[config.mk]
export PLATFORM = sky130hd
export DESIGN_NAME = keypad_scan
export DESIGN_NICKNAME = d
export VERILOG_FILES = /design/src/rtl/keypad_scan.sv
export SDC_FILE = /design/constraint.sdc
export NUM_CORES = 1
export LEC_CHECK = 0
export ABC_AREA = 1
export CAP_MARGIN = 25
export CORE_ASPECT_RATIO = 0.75
export CORE_MARGIN = 5
export CORE_UTILIZATION = 50
export CTS_BUF_LIST = sky130_fd_sc_hd__clkbuf_2 sky130_fd_sc_hd__clkbuf_4 sky130_fd_sc_hd__clkbuf_8
export CTS_CLUSTER_DIAMETER = 200
export DETAILED_ROUTE_END_ITERATION = 10
export PLACE_DENSITY = 0.77
export SLEW_MARGIN = 10
export SYNTH_ARGS = -nofsm -noshare
export SYNTH_HDL_FRONTEND = slang
export SYNTH_SLANG_ARGS = --single-unit
[constraint.sdc]
create_clock -name clk -period 3.56 [get_ports clk]
set_clock_uncertainty 0.2 [all_clocks]
set_input_delay 0.712 -clock clk [delete_from_list [all_inputs] [get_ports clk]]
set_output_delay 0.712 -clock clk [all_outputs]
set_load 0.05 [all_outputs]
[src/rtl/keypad_scan.sv]
// ---------------------------------------------------------------------------
// keypad_scan
//
// Scans a 4x4 matrix keypad. The block drives all rows low while it waits
// for a key, so any closed key pulls a column low. It debounces the press,
// then walks the rows one at a time to find the key. It reports the key once
// and waits for a debounced release before it looks for the next key.
// All FSM activity advances only on a slow scan tick derived from clk.
//
// Parameters
//   SCAN_DIV   clk cycles per scan tick (2..65535)
//   DEB_TICKS  consecutive stable ticks needed for press / release (1..255)
//
// Ports
//   clk        system clock
//   reset_n    asynchronous active-low reset
//   en         1 = scan, 0 = hold the block idle (rows released)
//   col_i      keypad columns, pulled up, low = key closed on a driven row
//   row_o      keypad row drive, active-low
//   key_valid  one-clk pulse when a new debounced key appears on key_code
//   key_code   last accepted key, row*4+col
//   key_down   high while the accepted key is held (until release debounce)
//   disp_data  eight hex digits of key history for the display driver
//
// Build option
//   KEYPAD_SCAN_HISTORY_EN  when defined, disp_data shifts in each accepted
//                           key code; when undefined disp_data is tied to 0
//                           and no history register exists.
// ---------------------------------------------------------------------------
`timescale 1ns/1ps

module keypad_scan #(
  parameter int unsigned SCAN_DIV  = 50000,
  parameter int unsigned DEB_TICKS = 20
) (
  input  logic        clk,
  input  logic        reset_n,
  input  logic        en,
  input  logic [3:0]  col_i,
  output logic [3:0]  row_o,
  output logic        key_valid,
  output logic [3:0]  key_code,
  output logic        key_down,
  output logic [31:0] disp_data
);

  // FSM encoding
  localparam logic [2:0] ST_IDLE      = 3'd0;
  localparam logic [2:0] ST_PRESS_DEB = 3'd1;
  localparam logic [2:0] ST_SCAN      = 3'd2;
  localparam logic [2:0] ST_HELD      = 3'd3;
  localparam logic [2:0] ST_REL_DEB   = 3'd4;

  localparam logic [15:0] TICK_MAX = 16'(SCAN_DIV - 1);
  localparam logic [7:0]  DEB_MAX  = 8'(DEB_TICKS);

  // Index of the lowest-numbered low column (caller guarantees one is low).
  function automatic logic [1:0] lowest_low_col(input logic [3:0] cols);
    logic [1:0] idx;
    if (!cols[0]) begin
      idx = 2'd0;
    end else if (!cols[1]) begin
      idx = 2'd1;
    end else if (!cols[2]) begin
      idx = 2'd2;
    end else begin
      idx = 2'd3;
    end
    return idx;
  endfunction

  logic [3:0]  sync1_q;
  logic [3:0]  sync2_q;
  logic [15:0] tick_cnt_q;
  logic [15:0] tick_cnt_d;
  logic        tick_s;
  logic        any_low_s;

  logic [2:0]  state_q;
  logic [2:0]  state_d;
  logic [1:0]  row_idx_q;
  logic [1:0]  row_idx_d;
  logic [7:0]  deb_cnt_q;
  logic [7:0]  deb_cnt_d;

  logic [3:0]  row_q;
  logic [3:0]  row_d;
  logic        key_valid_q;
  logic        key_valid_d;
  logic [3:0]  key_code_q;
  logic [3:0]  key_code_d;
  logic        key_down_q;
  logic        key_down_d;

  // Two-flop column synchroniser; idles at "all released".
  always_ff @(posedge clk or negedge reset_n) begin
    if (!reset_n) begin
      sync1_q <= 4'hF;
      sync2_q <= 4'hF;
    end else begin
      sync1_q <= col_i;
      sync2_q <= sync1_q;
    end
  end

  assign any_low_s = (sync2_q != 4'hF);

  // Scan tick divider next state; held at zero while disabled.
  always_comb begin
    tick_cnt_d = tick_cnt_q;
    if (!en) begin
      tick_cnt_d = 16'd0;
    end else if (tick_cnt_q == TICK_MAX) begin
      tick_cnt_d = 16'd0;
    end else begin
      tick_cnt_d = tick_cnt_q + 16'd1;
    end
  end

  assign tick_s = en && (tick_cnt_q == TICK_MAX);

  // Scan tick divider register.
  always_ff @(posedge clk or negedge reset_n) begin
    if (!reset_n) begin
      tick_cnt_q <= 16'd0;
    end else begin
      tick_cnt_q <= tick_cnt_d;
    end
  end

  // FSM next state, row index, debounce count and key capture.
  always_comb begin
    state_d     = state_q;
    row_idx_d   = row_idx_q;
    deb_cnt_d   = deb_cnt_q;
    key_valid_d = 1'b0;
    key_code_d  = key_code_q;

    if (!en) begin
      state_d   = ST_IDLE;
      row_idx_d = 2'd0;
      deb_cnt_d = 8'd0;
    end else if (tick_s) begin
      case (state_q)
        ST_IDLE: begin
          if (any_low_s) begin
            // With a one-tick debounce the first low tick already qualifies.
            if (DEB_MAX == 8'd1) begin
              state_d   = ST_SCAN;
              row_idx_d = 2'd0;
              deb_cnt_d = 8'd0;
            end else begin
              state_d   = ST_PRESS_DEB;
              deb_cnt_d = 8'd1;
            end
          end else begin
            deb_cnt_d = 8'd0;
          end
        end

        ST_PRESS_DEB: begin
          if (any_low_s) begin
            if ((deb_cnt_q + 8'd1) >= DEB_MAX) begin
              state_d   = ST_SCAN;
              row_idx_d = 2'd0;
              deb_cnt_d = 8'd0;
            end else begin
              deb_cnt_d = deb_cnt_q + 8'd1;
            end
          end else begin
            state_d   = ST_IDLE;
            deb_cnt_d = 8'd0;
          end
        end

        ST_SCAN: begin
          if (any_low_s) begin
            // Rows are walked upward, so the first hit is the lowest row.
            key_code_d  = {row_idx_q, lowest_low_col(sync2_q)};
            key_valid_d = 1'b1;
            state_d     = ST_HELD;
            row_idx_d   = 2'd0;
          end else if (row_idx_q == 2'd3) begin
            state_d   = ST_IDLE;
            row_idx_d = 2'd0;
          end else begin
            row_idx_d = row_idx_q + 2'd1;
          end
        end

        ST_HELD: begin
          if (!any_low_s) begin
            if (DEB_MAX == 8'd1) begin
              state_d   = ST_IDLE;
              deb_cnt_d = 8'd0;
            end else begin
              state_d   = ST_REL_DEB;
              deb_cnt_d = 8'd1;
            end
          end else begin
            deb_cnt_d = 8'd0;
          end
        end

        ST_REL_DEB: begin
          if (!any_low_s) begin
            if ((deb_cnt_q + 8'd1) >= DEB_MAX) begin
              state_d   = ST_IDLE;
              deb_cnt_d = 8'd0;
            end else begin
              deb_cnt_d = deb_cnt_q + 8'd1;
            end
          end else begin
            // Any bounce restarts the release qualification.
            deb_cnt_d = 8'd0;
          end
        end

        default: begin
          state_d   = ST_IDLE;
          row_idx_d = 2'd0;
          deb_cnt_d = 8'd0;
        end
      endcase
    end else begin
      state_d = state_q;
    end
  end

  // Registered outputs follow the next state so they line up with it.
  always_comb begin
    row_d      = 4'b0000;
    key_down_d = 1'b0;
    if (!en) begin
      row_d      = 4'b1111;
      key_down_d = 1'b0;
    end else if (state_d == ST_SCAN) begin
      row_d      = ~(4'b0001 << row_idx_d);
      key_down_d = 1'b0;
    end else begin
      row_d      = 4'b0000;
      key_down_d = (state_d == ST_HELD) || (state_d == ST_REL_DEB);
    end
  end

  // FSM and output registers.
  always_ff @(posedge clk or negedge reset_n) begin
    if (!reset_n) begin
      state_q     <= ST_IDLE;
      row_idx_q   <= 2'd0;
      deb_cnt_q   <= 8'd0;
      row_q       <= 4'b1111;
      key_valid_q <= 1'b0;
      key_code_q  <= 4'd0;
      key_down_q  <= 1'b0;
    end else begin
      state_q     <= state_d;
      row_idx_q   <= row_idx_d;
      deb_cnt_q   <= deb_cnt_d;
      row_q       <= row_d;
      key_valid_q <= key_valid_d;
      key_code_q  <= key_code_d;
      key_down_q  <= key_down_d;
    end
  end

  assign row_o     = row_q;
  assign key_valid = key_valid_q;
  assign key_code  = key_code_q;
  assign key_down  = key_down_q;

`ifdef KEYPAD_SCAN_HISTORY_EN
  logic [31:0] hist_q;
  logic [31:0] hist_d;

  // New key codes enter at the least-significant digit.
  always_comb begin
    hist_d = hist_q;
    if (key_valid_d) begin
      hist_d = {hist_q[27:0], key_code_d};
    end else begin
      hist_d = hist_q;
    end
  end

  // Key history register, updated on the edge that raises key_valid.
  always_ff @(posedge clk or negedge reset_n) begin
    if (!reset_n) begin
      hist_q <= 32'h0000_0000;
    end else begin
      hist_q <= hist_d;
    end
  end

  assign disp_data = hist_q;
`else
  assign disp_data = 32'h0000_0000;
`endif

endmodule

Word-level counts from Yosys, hierarchy flattened
Cells that the tools add are included.

storage, ports and cells
  bits in registers = 47
  input port bits = 7
  output and inout bits = 42
  logic and storage cells = 73

cells by class
  $add $sub $neg = 3
  magnitude comparators = 1
  equality and inequality tests = 12
  shift-type cells = 1
  mux-type cells = 39
  bitwise logic cells = 1
  reduce and logical (&&, ||, !) cells = 6

operators by type and width
  kind                   count
  $mux 8                 5
  $pmux 8 s5             1
  $mux 16                2
  $mux 3                 10
  $add 16x1->16 const B  1
  $eq 16x16->1 const B   1
  $mux 2                 8
  $pmux 3 s5             1
  $eq 3x2->1 const B     4
  $mux 1                 9
  $add 8x1->8 const B    1
  $ge 8x5->1 const B     1
  $mux 4                 2
  $eq 3x3->1 const B     2
  $pmux 2 s3             1
  $ne 4x4->1 const B     1
  $not 4->4              1
  $reduce_and 4->1       1
  $shl 1x2->4 const A    1
  $eq 3x1->1 const B     1
  $logic_not 3->1        1
  $reduce_or 3->1        1
  $add 2x1->2 const B    1
  $eq 2x2->1 const B     1
  other kinds (5)        5

Logic depth before layout (Yosys ltp)
  depth in word-level cells = 11
  depth in mapped cells = 16
  gate-level depth less buffers = 16

Worst setup path before layout
OpenSTA, ideal clock, no wires.

  kind = flip-flop to flip-flop
  start = register deb_cnt_q[0]
  end = register row_q[2], in the netlist row_o[2]
  library setup time = 0.080 ns
  data arrival time = 1.620 ns
  data required time = 3.280 ns
  slack = 1.660 ns
  cell stages (with the launch flop) = 15
  buffers on the path = 0
  clock period less this slack = 1.900 ns
  cell sequence = dfrtp_1 -> ha_1 -> nand3_2 -> o21ai_1 -> nand2_1 -> nor2_2 -> nand3_2 -> a21oi_1 -> nand2_1 -> nand2_1 -> nand2_1 -> nand2_2 -> nand2_1 -> nand2_1 -> nand2_1

between the ends
  cells in the longest elaborated chain, start to end = 11
  elaborated cells between the ends (all ways) = 19
  those cells by class = add/sub: 1; order compare: 1; eq/ne: 1; shift: 1; mux: 14; bitwise: 1

RTL lines
  item                    RTL line  source
  from (decl)             83        logic [7:0] deb_cnt_q;
  from (signal assigned)  259       deb_cnt_q <= deb_cnt_d;
  $add 8x1->8             163       if ((deb_cnt_q + 8'd1) >= DEB_MAX) begin
  $ge 8x5->1              163
  $mux 2                  163
  $mux 2                  162       if (any_low_s) begin
  $pmux 2 s3              144       case (state_q)
  $mux 2                  143       end else if (tick_s) begin
  $mux 2                  139       if (!en) begin
  named net row_idx_d[1]  82        logic [1:0] row_idx_d;
  $shl 1x2->4             238       row_d = ~(4'b0001 << row_idx_d);
  $not 4->4               238
  $mux 4                  237       end else if (state_d == ST_SCAN) begin
  $mux 4                  234       if (!en) begin
  named net row_d[2]      87        logic [3:0] row_d;
  to (signal assigned)    260       row_q <= row_d;
  to (decl)               86        logic [3:0] row_q;

The timed path passes the listed nets, and every way through them passes these cells.
A chain may end at the register's enable or synchronous reset.

Final worst setup path
  start = register row_q[3], in the netlist row_o[3]
  end = output row_o[3]

RTL lines
  item       RTL line  source
  to (decl)  40        output logic [3:0] row_o,

No word-level cell between the ends.

==> out/qor.yml <==
floorplan:
  core_area_mm2: 0.00527
  start_util_pct: 50.7
  die_x_um: 94.4
  fp-row-count: 23
  fp.dieArea_mm2: 0.00692
  dieHeight_um: 73.3
  top_level_ports: 49
timing:
  final.period_utilization_pct: 71.4
  tns_ps: 0
  slew_headroom_pct: 66.3
  slew_violations: 0
  setup_viol: 0
  tightest_slew_ps: 504
  finalCriticalPeriod_ps: 2540
  layout_setup_ws_ps: 1020
  hold_viol_final: 0
  rsz0062_at_grt: "false"
  fmax_mhz: 394
final_layout:
  drive_above_1_share_pct: 18.3
  finalNetCount: 355
  antennaDiodeCount: 0
  utilization_pct: 55.0
  area_growth_pct: 8.38
  fin_area_mm2: 0.00290
power:
  p_switching_uw: 300
  peakVddDrop_mv: 0.246
  cellPowerDensity_mw_per_mm2: 348
  pwr-share-comb_pct: 12.5
  p_leak_nw: 1.33
  p_int_uw: 707
  seq_power_share_pct: 55.3
  swShare_pct: 29.8
  clkPwrFrac_pct: 32.2
clocking:
  cts_inserted_buffers: 5
  cts.sinks: 47
  clkLatencyLatePin_ps: 290
  postCtsSetupBuffers: 0
  postCtsHoldBufs: 0
  clockBufferDepth: 2
  cts_root_buf: "clkbuf_8"
  cts_tree: "done"
  cts_resized: 0
  htreeDepth: 2
  clk_pin_slew_ps: 90
placed_design:
  hpwlAfterDp_mm: 3.65
  dpl_worst_slack_ps: 748
  portBuffers: 16
  gp_congestion: 0.883
  placed_cell_area_mm2: 0.00279
drt:
  routedWlPerCell_um: 11.3
  drt_iter0_drc: 123
  viasPerCell: 4.76
  routed_wl_mm: 4.74
  dr.pass1.iters: 4
  drc_errors: 0
  ant_nets: 0
  vias: 1998
logic_synthesis:
  synth.distinct_cells: 32
  yosysSeqAreaShare_pct: 44.6
  syn_area_mm2: 0.00267
  yosysWarnings: 0
  synth_seq_cells: 47
  avgSynthCellArea_um2: 8.27
  netlist_instances: 323
grt:
  grt-ovfl-total: 0
  grt_pass1_wl_mm: 8.25
  grt_start_max_net_pins: 48
  antenna_found_initial: 0
  use_met1_pct: 20.8
  met3_usage_pct: 3.17
  globalRouteTotalUtil_pct: 14.8
  met2_usage_pct: 23.5
  grt_pass1_vias: 1895
  grt_busiest_layer: "met2"
setup_path:
  critical_path.top_delay_family: "buffers and inverters"
  critPathCaptureType: "output pin"
  cp_max_fo: 1
  critPathMaxStageDelay_ps: 800
  worstPathCellList: "clkdlybuf4s50_1"
  cpMaxStageDelayCell: "clkdlybuf4s50_1"
  worst-path-buf-inv: 1
  arrival_ps: 1630
  worst_ep_required_time_ps: 2650
  path_class: "reg -> out"
  crit_path_start_kind: "register"
run_status:
  outcome: "finished, final reports clean"
run:
  maxCapViolations: 0
worst_hold_path:
  hp-class: "in -> async"
==> per-layer routing <==
layer  up-vias  wire length, um
met5         -                0
met2        59             2110
met1       921             2300
met4         0               44
li1       1013                -
met3         5              280
==> area by class of cell <==
type | count | area (um^2)
inverters | 39 | 148
clock inverters | 3 | 22.5
fillers | 486 | 2370
well taps | 75 | 93.8
multi-input cells | 234 | 1200
clock buffers | 5 | 68.8
repair buffers | 17 | 175
flip-flops and latches | 47 | 1190
==> cells by family (layout without fill, tap and decap cells) <==
group / Yosys count / after routing / synth area share [%]
compound gates: 39 / 39 / 8.47
xor+xnor: 2 / 2 / 0.656
fa+ha+maj: 4 / 4 / 1.87
buf+inv: 73 / 64 / 15.0
flops: 47 / 47 / 44.6
other cells: 1 / 32 / 0.140
simple gates: 157 / 157 / 29.3
==> final timing paths <==
| path | start | endpoint | slack, ps | cells past startpoint |
|---|---|---|---|---|
| min | reset_n | tick_cnt_q[0] | 140 | 1 |
| max in group asynchronous | reset_n | row_o[1] | 2470 | 2 |
| min reg2reg | sync1_q[3] | sync2_q[3] | 160 | 0 |
| min in group clk | sync1_q[3] | sync2_q[3] | 160 | 0 |
| max reg2reg | tick_cnt_q[0] | row_o[2] | 1300 | 13 |
| max | row_o[3] | row_o[3] | 1020 | 1 |
==> cell usage after synthesis <==
| library cell | count | share of area (%) |
|---|---|---|
| a211oi_1 | 3 | 0.84 |
| a21oi_1 | 13 | 2.4 |
| a22oi_1 | 1 | 0.28 |
| buf_2 | 1 | 0.19 |
| buf_4 | 33 | 9.3 |
| clkinv_1 | 2 | 0.28 |
| clkinv_2 | 1 | 0.19 |
| conb_1 | 1 | 0.14 |
| dfrtp_1 | 35 | 33 |
| dfstp_2 | 12 | 12 |
| ha_1 | 4 | 1.9 |
| inv_1 | 25 | 3.5 |
| inv_2 | 11 | 1.5 |
| nand2_1 | 79 | 11 |
| nand2_2 | 6 | 1.4 |
| nand3_1 | 10 | 1.9 |
| nand3_2 | 6 | 2.2 |
| nand4_1 | 5 | 1.2 |
| nand4_4 | 1 | 0.80 |
| nor2_1 | 27 | 3.8 |
| nor2_2 | 7 | 1.6 |
| nor2_4 | 2 | 0.84 |
| nor3_1 | 9 | 1.7 |
| nor4_1 | 1 | 0.23 |
| nor4_2 | 2 | 0.94 |
| nor4_4 | 2 | 1.6 |
| o21ai_0 | 12 | 2.2 |
| o21ai_1 | 5 | 0.94 |
| o21ai_2 | 2 | 0.66 |
| o21ai_4 | 1 | 0.61 |
| o22ai_1 | 2 | 0.47 |
| xnor2_1 | 2 | 0.66 |
==> placed cells by master, fill, tap and decap left out <==
master / n
a211oi_1: 3
xnor2_1: 2
nor4_1: 1
inv_2: 11
dfrtp_1: 35
buf_12: 1
clkinv_4: 1
clkdlybuf4s50_1: 15
a21oi_1: 13
nand4_4: 1
nand4_1: 5
nand2_1: 79
nor2_4: 2
a22oi_1: 1
nand3_1: 10
clkinv_2: 2
dfstp_2: 12
o21ai_2: 2
clkinv_1: 2
inv_6: 1
clkbuf_8: 5
o21ai_0: 12
nor2_1: 27
nand2_2: 6
inv_1: 25
nand3_2: 6
conb_1: 32
nor2_2: 7
o21ai_4: 1
o22ai_1: 2
buf_2: 1
nor4_4: 2
nor3_1: 9
nor4_2: 2
ha_1: 4
o21ai_1: 5
==> through the flow <==
step	hold slack, ps	total power [mW]	instances
global placement	146	0.690	411
detailed placement	147	0.691	411
floorplan	145	0.693	354
global route	160	1.05	420
finish	135	1.01	420
CTS	160	1.02	419
==> power groups by stage <==
stage,clock (mW),combinational [mW],sequential [mW]
after global routing,0.358,0.134,0.559
after CTS,0.334,0.124,0.557
final,0.325,0.126,0.557
after global placement,0,0.123,0.567
after floorplan,0,0.118,0.575
after detailed placement,0,0.124,0.567
==> sequential cells by signal, indices dropped and copies added (netlist names) <==
| register | count |
|---|---|
| tick_cnt_q | 16 |
| deb_cnt_q | 8 |
| key_code | 4 |
| row_o | 4 |
| sync1_q | 4 |
| sync2_q | 4 |
| state_q | 3 |
| row_idx_q | 2 |
| key_down | 1 |
| key_valid | 1 |
(Power assumes the default switching activity.)
